<file path="src/rtl/sync_fifo_pkg.sv">
// sync_fifo_pkg
//   Shared constants and types for synchronous_fifo and its storage array.
//   - DEFAULT_DATA_WIDTH / DEFAULT_DEPTH : default geometry
//   - ptr_width(depth)                   : pointer width, log2(depth)+1
//   - data_t                             : word type at the default width
package sync_fifo_pkg;

  localparam int DEFAULT_DATA_WIDTH = 8;
  localparam int DEFAULT_DEPTH      = 8;

  typedef logic [DEFAULT_DATA_WIDTH-1:0] data_t;

  // The extra MSB lets full and empty be told apart when the address bits match.
  function automatic int ptr_width(input int depth);
    return $clog2(depth) + 1;
  endfunction

endpackage

</file>
<file path="src/rtl/synchronous_fifo_mem.sv">
// synchronous_fifo_mem
//   DEPTH x DATA_WIDTH register array, one synchronous write port and one
//   synchronous registered read port. Only the read register is reset;
//   the array itself keeps its contents across reset.
//   Ports:
//     clk      in   clock
//     rst      in   async active-low reset (clears rdata only)
//     we_i     in   write strobe
//     waddr_i  in   write address
//     wdata_i  in   write word
//     re_i     in   read strobe
//     raddr_i  in   read address
//     rdata_o  out  registered read word, held when re_i is low
module synchronous_fifo_mem
  import sync_fifo_pkg::*;
#(
  parameter int DATA_WIDTH = DEFAULT_DATA_WIDTH,
  parameter int DEPTH      = DEFAULT_DEPTH,
  parameter int AW         = $clog2(DEPTH)
) (
  input  logic                  clk,
  input  logic                  rst,
  input  logic                  we_i,
  input  logic [AW-1:0]         waddr_i,
  input  logic [DATA_WIDTH-1:0] wdata_i,
  input  logic                  re_i,
  input  logic [AW-1:0]         raddr_i,
  output logic [DATA_WIDTH-1:0] rdata_o
);

  logic [DATA_WIDTH-1:0] mem_q [DEPTH];
  logic [DATA_WIDTH-1:0] rdata_q;

  always_ff @(posedge clk) begin
    if (we_i) begin
      mem_q[waddr_i] <= wdata_i;
    end
  end

  always_ff @(posedge clk or negedge rst) begin
    if (!rst) begin
      rdata_q <= '0;
    end else if (re_i) begin
      rdata_q <= mem_q[raddr_i];
    end
  end

  assign rdata_o = rdata_q;

endmodule

</file>
<file path="src/rtl/synchronous_fifo.sv">
// synchronous_fifo
//   Single-clock FIFO with enable-qualified writes and reads. Writes while
//   full and reads while empty are dropped without side effects.
//   DEPTH must be a power of two and at least 2.
//   Optional macro SYNC_FIFO_ERR_FLAGS_EN adds one-cycle overflow/underflow
//   pulse outputs.
//   Ports:
//     clk        in   clock
//     rst        in   async active-low reset
//     w_en       in   write request
//     r_en       in   read request
//     w_data     in   write word
//     r_data     out  registered read word
//     full       out  DEPTH entries stored
//     empty      out  no entries stored
//     overflow   out  (macro only) write attempted while full, no read
//     underflow  out  (macro only) read attempted while empty
module synchronous_fifo
  import sync_fifo_pkg::*;
#(
  parameter int DATA_WIDTH = DEFAULT_DATA_WIDTH,
  parameter int DEPTH      = DEFAULT_DEPTH
) (
  input  logic                  clk,
  input  logic                  rst,
  input  logic                  w_en,
  input  logic                  r_en,
  input  logic [DATA_WIDTH-1:0] w_data,
  output logic [DATA_WIDTH-1:0] r_data,
  output logic                  full,
  output logic                  empty
`ifdef SYNC_FIFO_ERR_FLAGS_EN
  ,
  output logic                  overflow,
  output logic                  underflow
`endif
);

  localparam int PW = ptr_width(DEPTH);
  localparam int AW = PW - 1;

  logic [PW-1:0] wr_ptr_q, wr_ptr_d;
  logic [PW-1:0] rd_ptr_q, rd_ptr_d;
  logic          wr_ok;
  logic          rd_ok;

  assign empty = (wr_ptr_q == rd_ptr_q);
  assign full  = (wr_ptr_q[AW-1:0] == rd_ptr_q[AW-1:0]) &&
                 (wr_ptr_q[AW] != rd_ptr_q[AW]);

  assign wr_ok = w_en && !full;
  assign rd_ok = r_en && !empty;

  // Pointers wrap naturally at 2*DEPTH.
  assign wr_ptr_d = wr_ptr_q + PW'(wr_ok);
  assign rd_ptr_d = rd_ptr_q + PW'(rd_ok);

  always_ff @(posedge clk or negedge rst) begin
    if (!rst) begin
      wr_ptr_q <= '0;
      rd_ptr_q <= '0;
    end else begin
      wr_ptr_q <= wr_ptr_d;
      rd_ptr_q <= rd_ptr_d;
    end
  end

  synchronous_fifo_mem #(
    .DATA_WIDTH (DATA_WIDTH),
    .DEPTH      (DEPTH),
    .AW         (AW)
  ) u_mem (
    .clk     (clk),
    .rst     (rst),
    .we_i    (wr_ok),
    .waddr_i (wr_ptr_q[AW-1:0]),
    .wdata_i (w_data),
    .re_i    (rd_ok),
    .raddr_i (rd_ptr_q[AW-1:0]),
    .rdata_o (r_data)
  );

`ifdef SYNC_FIFO_ERR_FLAGS_EN
  logic overflow_q,  overflow_d;
  logic underflow_q, underflow_d;

  // A write into a full FIFO with a read in the same cycle is not an
  // overflow: the read frees the slot's accounting even though the write is
  // still dropped.
  assign overflow_d  = w_en && full && !r_en;
  assign underflow_d = r_en && empty;

  always_ff @(posedge clk or negedge rst) begin
    if (!rst) begin
      overflow_q  <= 1'b0;
      underflow_q <= 1'b0;
    end else begin
      overflow_q  <= overflow_d;
      underflow_q <= underflow_d;
    end
  end

  assign overflow  = overflow_q;
  assign underflow = underflow_q;
`endif

endmodule

</file>
<file path="config.mk">
export PLATFORM = sky130hd
export DESIGN_NAME = synchronous_fifo
export DESIGN_NICKNAME = d
export VERILOG_FILES = /design/src/rtl/sync_fifo_pkg.sv /design/src/rtl/synchronous_fifo_mem.sv /design/src/rtl/synchronous_fifo.sv
export SDC_FILE = /design/constraint.sdc
export NUM_CORES = 1
export LEC_CHECK = 0
export ABC_AREA = 1
export CORE_AREA = 2 2 103 105
export DETAILED_ROUTE_END_ITERATION = 8
export DIE_AREA = 0 0 105 107
export GPL_ROUTABILITY_DRIVEN = 1
export SYNTH_ARGS = -nofsm -noshare
export SYNTH_HDL_FRONTEND = slang
export SYNTH_HIERARCHICAL = 1
export SYNTH_SLANG_ARGS = --single-unit
export TNS_END_PERCENT = 5
</file>
<file path="constraint.sdc">
create_clock -name clk -period 3.4 [get_ports clk]
set_input_delay 0.51 -clock clk [delete_from_list [all_inputs] [get_ports clk]]
set_output_delay 0.51 -clock clk [all_outputs]
set_load 0.1 [all_outputs]
</file>
==> flow_summary.ini, run 1 <==
[route]
postRouteAntennaNets = 0
wl_mm = 7.34
wl_per_cell_um = 14.6
via_count = 2289
via_per_inst = 4.55
dr.pass1.iters = 4
drt_iter0_markers = 233
route.detailed.drc = 0

[timing]
hold_violations = 0
setup_tns_ns = 0
slew_violations = 0
fin_worst_skew_ns = 0.00743
period_needed_ns = 2.42
setup_viol = 0
rsz0062_at_grt = false
period_share = 0.712
tightest_slew_ns = 0.971
fmax_mhz = 413
relSlewSlack = 0.350
timing.hold.ws_ns = 0.484

[clocking]
cts.sinks = 80
clk_transition_reported_paths_ns = 0.08
hold_buffers = 0
cts_made_buffers = 9
post_cts_buffers = 0
cts-root-buf = clkbuf_8
clock_path_buffers = 2
tritoncts = yes
cts_max_level = 3
insertion_delay_ns = 0.35
ctsResizeCount = 0

[layout]
most-common-layout-cells = 114 x nand2_1, 64 x edfxtp_1, 63 x inv_1, 50 x nand3_1, 19 x clkdlybuf4s50_1
final_area_mm2 = 0.00394
antenna_cells = 0
layout.nets = 378
final_common_cell = nand2_1
final_core_utilization = 0.391
syn_to_final_growth_pct = 12.9
multi_input_area_um2 = 821
seqCellArea_mm2 = 0.00232
fillers = 1042
final_layout_size_suffix_gt1_frac = 0.0572

[worst_setup_path]
crit_buf_inv = 1
worst_path_max_delay_cell = clkdlybuf4s50_1
critPathKind = flip-flop to primary output
worstPathCellList = clkdlybuf4s50_1
path_max_fanout = 2
path_delay_family = buffers and inverters
worst_ep_required_time_ns = 2.89
start_kind = flip-flop
arrival_ns = 1.91
endpoint_kind = primary output
slowest_delay_ns = 1.16

[outcome]
status = finished, final reports clean

[die]
num_rows = 37
initial_core_util = 0.346
dieArea_mm2 = 0.0112
die_h_um = 107
die-width_um = 105
core-area_mm2 = 0.0101
num_io_pins = 22

[pwr]
irDropWorstVdd_mv = 0.431
power_density_mw_per_mm2 = 890
cellLeakagePower_nw = 1.74
finalPower_mw = 3.51

[global_routing]
grt_max_degree = 37
antenna_found_initial = 0
grt_use_total = 0.142
grt_pass1_vias = 2210
overflow = 0
grt_first_pass_wirelength_mm = 11.7

[synth]
seq_area_frac_synth = 0.665
synthTopCellsByArea = edfxtp_1 55%, nand2_1 12%, dfrtp_1 11%
synth_seq_cells = 80
yosysWarnings = 6
synthesis.nets = 357
avgSynthCellArea_um2 = 10.2
synth_top_area_share = 0.550
synth_area_mm2 = 0.00349
synth_cell_types = 16
synth_cells = 341
synth_area_leader_cell = edfxtp_1

[place]
dp_hpwl_mm = 5.07
placedInstanceArea_mm2 = 0.00377
portBuffers = 21
routabilityCongestion = 0.868

[hold_path]
hold_path.class = flip-flop to flip-flop

[job]
drv_cap = 0
[kinds of logic after synthesis]
| group | Yosys count | share of synthesized area |
|---|---|---|
| xor gates and xnor gates | 5 | 0.0125 |
| adders and majority gates | 4 | 0.0143 |
| buffers and inverters | 77 | 0.101 |
| DFF | 80 | 0.665 |
| and+or+nand+nor | 175 | 0.208 |
[path summary, 6_finish.rpt]
| kind | startpoint | end | slack, ns | depth (start not counted) |
|---|---|---|---|---|
| worst max-delay path | u_mem/rdata_o[4] | r_data[4] | 0.98 | 1 |
| worst min-delay path | u_mem/rdata_o[0] | u_mem/rdata_o[0] | 0.48 | 2 |
| worst max register to register | rd_ptr_q[1] | u_mem/mem_q[5][5] | 1.03 | 8 |
| worst min register to register | u_mem/rdata_o[0] | u_mem/rdata_o[0] | 0.48 | 2 |
| max in group asynchronous | rst | wr_ptr_q[3] | 2.40 | 1 |
| min in group asynchronous | rst | rd_ptr_q[3] | 0.57 | 1 |
[area by class of cell]
class | instances | share of cell area
well taps | 136 | 0.0431
clock inverters | 7 | 0.0121
clock buffers | 9 | 0.0314
repair buffers | 22 | 0.0539
flip-flops and latches | 80 | 0.589
inverters | 65 | 0.0625
multi-input cells | 184 | 0.208
[synth_stat cells, drive strengths merged]
cell type    n
nor2        10
nand4        1
nand3       50
inv         65
xnor2        1
ha           4
nand2      114
xor2         4
edfxtp      64
buf         12
dfrtp       16
[metrics by stage]
stage | setup slack, ns | std cells
6_report | 0.979 | 503
5_1_grt | 0.783 | 503
4_1_cts | 0.954 | 503
3_5_place_dp | 1.07 | 487
3_3_place_gp | 1.13 | 487
2_1_floorplan | 1.19 | 341
[layer usage]
layer | wire, um | GRT usage
met5 | 0 | 0
met4 | 125 | 0.0610
met3 | 429 | 0.0334
met2 | 3460 | 0.223
met1 | 3330 | 0.189
[flip-flops by register name, summed over array words and instances (netlist names)]
register and flops:
u_mem/mem_q 64, u_mem/rdata_o 8, rd_ptr_q 4, wr_ptr_q 4
[report_power, final]
part / switching (mW) / total, mW / internal (mW)
registers: 0.156 / 1.44 / 1.28
logic: 1.08 / 1.46 / 0.379
clock network: 0.346 / 0.609 / 0.263
[worst register-to-register path: stages (launching register included)]
cell and delay (ns):
dfrtp_1 0.77, inv_1 0.09, nand2_1 0.08, nand2_1 0.06, nand4_1 0.10, nand2_1 0.06
inv_1 0.11, nand2_1 0.16, nor2_1 0.58
Note: power is estimated with default switching activity, not from simulation.
==> inputs of run 2 (changes only) <==
==> constraint.sdc (replaced) <==
create_clock -name clk -period 2.4 [get_ports clk]
set_input_delay 0.36 -clock clk [delete_from_list [all_inputs] [get_ports clk]]
set_output_delay 0.36 -clock clk [all_outputs]
set_load 0.1 [all_outputs]
==> run 2 against run 1 <==
- worst setup slack got worse by 0.55 ns
- combinational power grew 55%
- final area grew 4.4%
- sequential share of layout area is 2.5 points lower
- global-route usage increased by 0.056 points
- register-to-register slack got worse by 0.60 ns
- first-iteration DRC count decreased by 46%
- sequential power up 36%
- clock skew rose by 0.00057 ns
- cell count grew 2.0%
- hold slack got worse by 0.056 ns
- critical endpoint is now u_mem/mem_q[3][3]
==> flow_summary.ini, run 2 (synthesis results as in run 1) <==
[worst_setup_path]
r2r-start = wr_ptr_q[1]
path_delay_family = simple AND/OR/NAND/NOR gates
reg2reg_depth = 8
worst_ep_required_time_ns = 2.38
endpoint_kind = flip-flop
rr_endpoint = u_mem/mem_q[3][3]
slowest_delay_ns = 0.57
worstPathCellList = inv_1 > nand2_1 > nand2_1 > nand4_1 > nand2_1 > inv_1 > nand2_1 > nor2_1
reg2reg_slack_ns = 0.43
crit_top_cell = nand2_1
crit_buf_inv = 2
crit_cells = 8
arrival_ns = 1.96
worst_path_max_delay_cell = nor2_1
path_max_fanout = 8
start_kind = flip-flop
critPathKind = flip-flop to flip-flop

[place]
placedInstanceArea_mm2 = 0.00385
dp_hpwl_mm = 4.97
dp_cells = 497
routabilityCongestion = 0.800
portBuffers = 21

[timing]
setup_tns_ns = 0
relSlewSlack = 0.527
setup_viol = 0
fmax_mhz = 507
period_needed_ns = 1.97
rsz0062_at_grt = false
period_share = 0.821
slew_violations = 0
fin_worst_skew_ns = 0.00799
hold_violations = 0
tightest_slew_ns = 0.708

[pwr]
finalPower_mw = 5.51
power_frac_comb = 0.409
p_int_mw = 3.22
pwr-share-seq = 0.355
clkPwrFrac = 0.236
cellLeakagePower_nw = 1.87
power_density_mw_per_mm2 = 1340
irDropWorstVdd_mv = 0.657
p_sw_mw = 2.29
swShare = 0.416

[clocking]
hold_buffers = 0
ctsResizeCount = 0
post_cts_buffers = 0
cts-root-buf = clkbuf_8
cts.sinks = 80
cts_made_buffers = 9
insertion_delay_ns = 0.35
clock_path_buffers = 2
clk_transition_reported_paths_ns = 0.09
tritoncts = yes
cts_max_level = 3

[route]
via_per_inst = 4.49
via_count = 2303
dr.pass1.iters = 4
wl_per_cell_um = 14.5
drt_iter0_markers = 126
wl_mm = 7.42
postRouteAntennaNets = 0
route.detailed.drc = 0

[die]
die_h_um = 107
core-area_mm2 = 0.0101
dieArea_mm2 = 0.0112
num_io_pins = 22
die-width_um = 105
initial_core_util = 0.346
num_rows = 37

[layout]
stdcell_count = 513
most-common-layout-cells = 114 x nand2_1, 64 x edfxtp_1, 63 x inv_1, 50 x nand3_1, 19 x buf_4
final_common_cell = nand2_1
syn_to_final_growth_pct = 17.9
final_area_mm2 = 0.00412
final_layout_size_suffix_gt1_frac = 0.109
largest_reg_flops = 64
layout.nets = 388
final_core_utilization = 0.408
regMostFlops = u_mem/mem_q
antenna_cells = 0

[global_routing]
grt_pass1_vias = 2336
grt_first_pass_wirelength_mm = 12.0
antenna_found_initial = 0
grt_max_degree = 35
grt_use_total = 0.143
overflow = 0

[outcome]
status = finished, final reports clean

[hold_path]
hold_path.class = primary input to async pin

[job]
drv_cap = 0
[run 2: changes by cell type in the layout (fill, tap and decap cells not counted), sizes merged]
cell,change
clkdlybuf4s50,-8
clkinv,-1
buf,+18
clkinvlp,-3
bufinv,+4
[run 2: power groups by stage]
| stage | logic, mW | clock network, mW | registers [mW] |
|---|---|---|---|
| 5_1_grt | 2.49 | 1.38 | 1.98 |
| 3_3_place_gp | 2.25 | 0 | 1.98 |
| 6_report | 2.26 | 1.30 | 1.96 |
| 3_5_place_dp | 2.26 | 0 | 1.99 |
| 4_1_cts | 2.27 | 1.32 | 1.96 |
| 2_1_floorplan | 1.25 | 0 | 2.46 |
[run 2: final cells by class]
| type | instances | area, um2 |
|---|---|---|
| tap | 136 | 170 |
| fill | 1000 | 5970 |
| timing repair buffer | 32 | 293 |
| inverter | 65 | 246 |
| clock buffer | 9 | 124 |
| sequential | 80 | 2320 |
| multi-input combinational | 184 | 821 |
| clock inverter | 7 | 143 |
[run 2: through the flow]
stage | hold WS [ns] | worst slack, ns
4_1_cts | 0.465 | 0.435
6_report | 0.428 | 0.429
3_5_place_dp | 0.470 | 0.351
5_1_grt | 0.477 | 0.228
3_3_place_gp | 0.464 | 0.402
2_1_floorplan | 0.0644 | 0.188
[run 2: worst max-delay path by stage]
stage | to | slack, ns | from
after floorplan | rd_ptr_q[2] | 0.19 | wr_ptr_q[2]
after global placement | u_mem/mem_q[3][1] | 0.40 | w_en
after detailed placement | u_mem/mem_q[3][2] | 0.35 | w_en
after CTS | u_mem/mem_q[3][7] | 0.43 | wr_ptr_q[1]
after global routing | u_mem/mem_q[3][3] | 0.23 | wr_ptr_q[1]
final | u_mem/mem_q[3][3] | 0.43 | wr_ptr_q[1]
[run 2: per-layer routing]
metal | wire (um) | GRT usage
met5 | 0 | 0
met4 | 154 | 0.0610
met3 | 309 | 0.0249
met2 | 3530 | 0.238
met1 | 3420 | 0.183
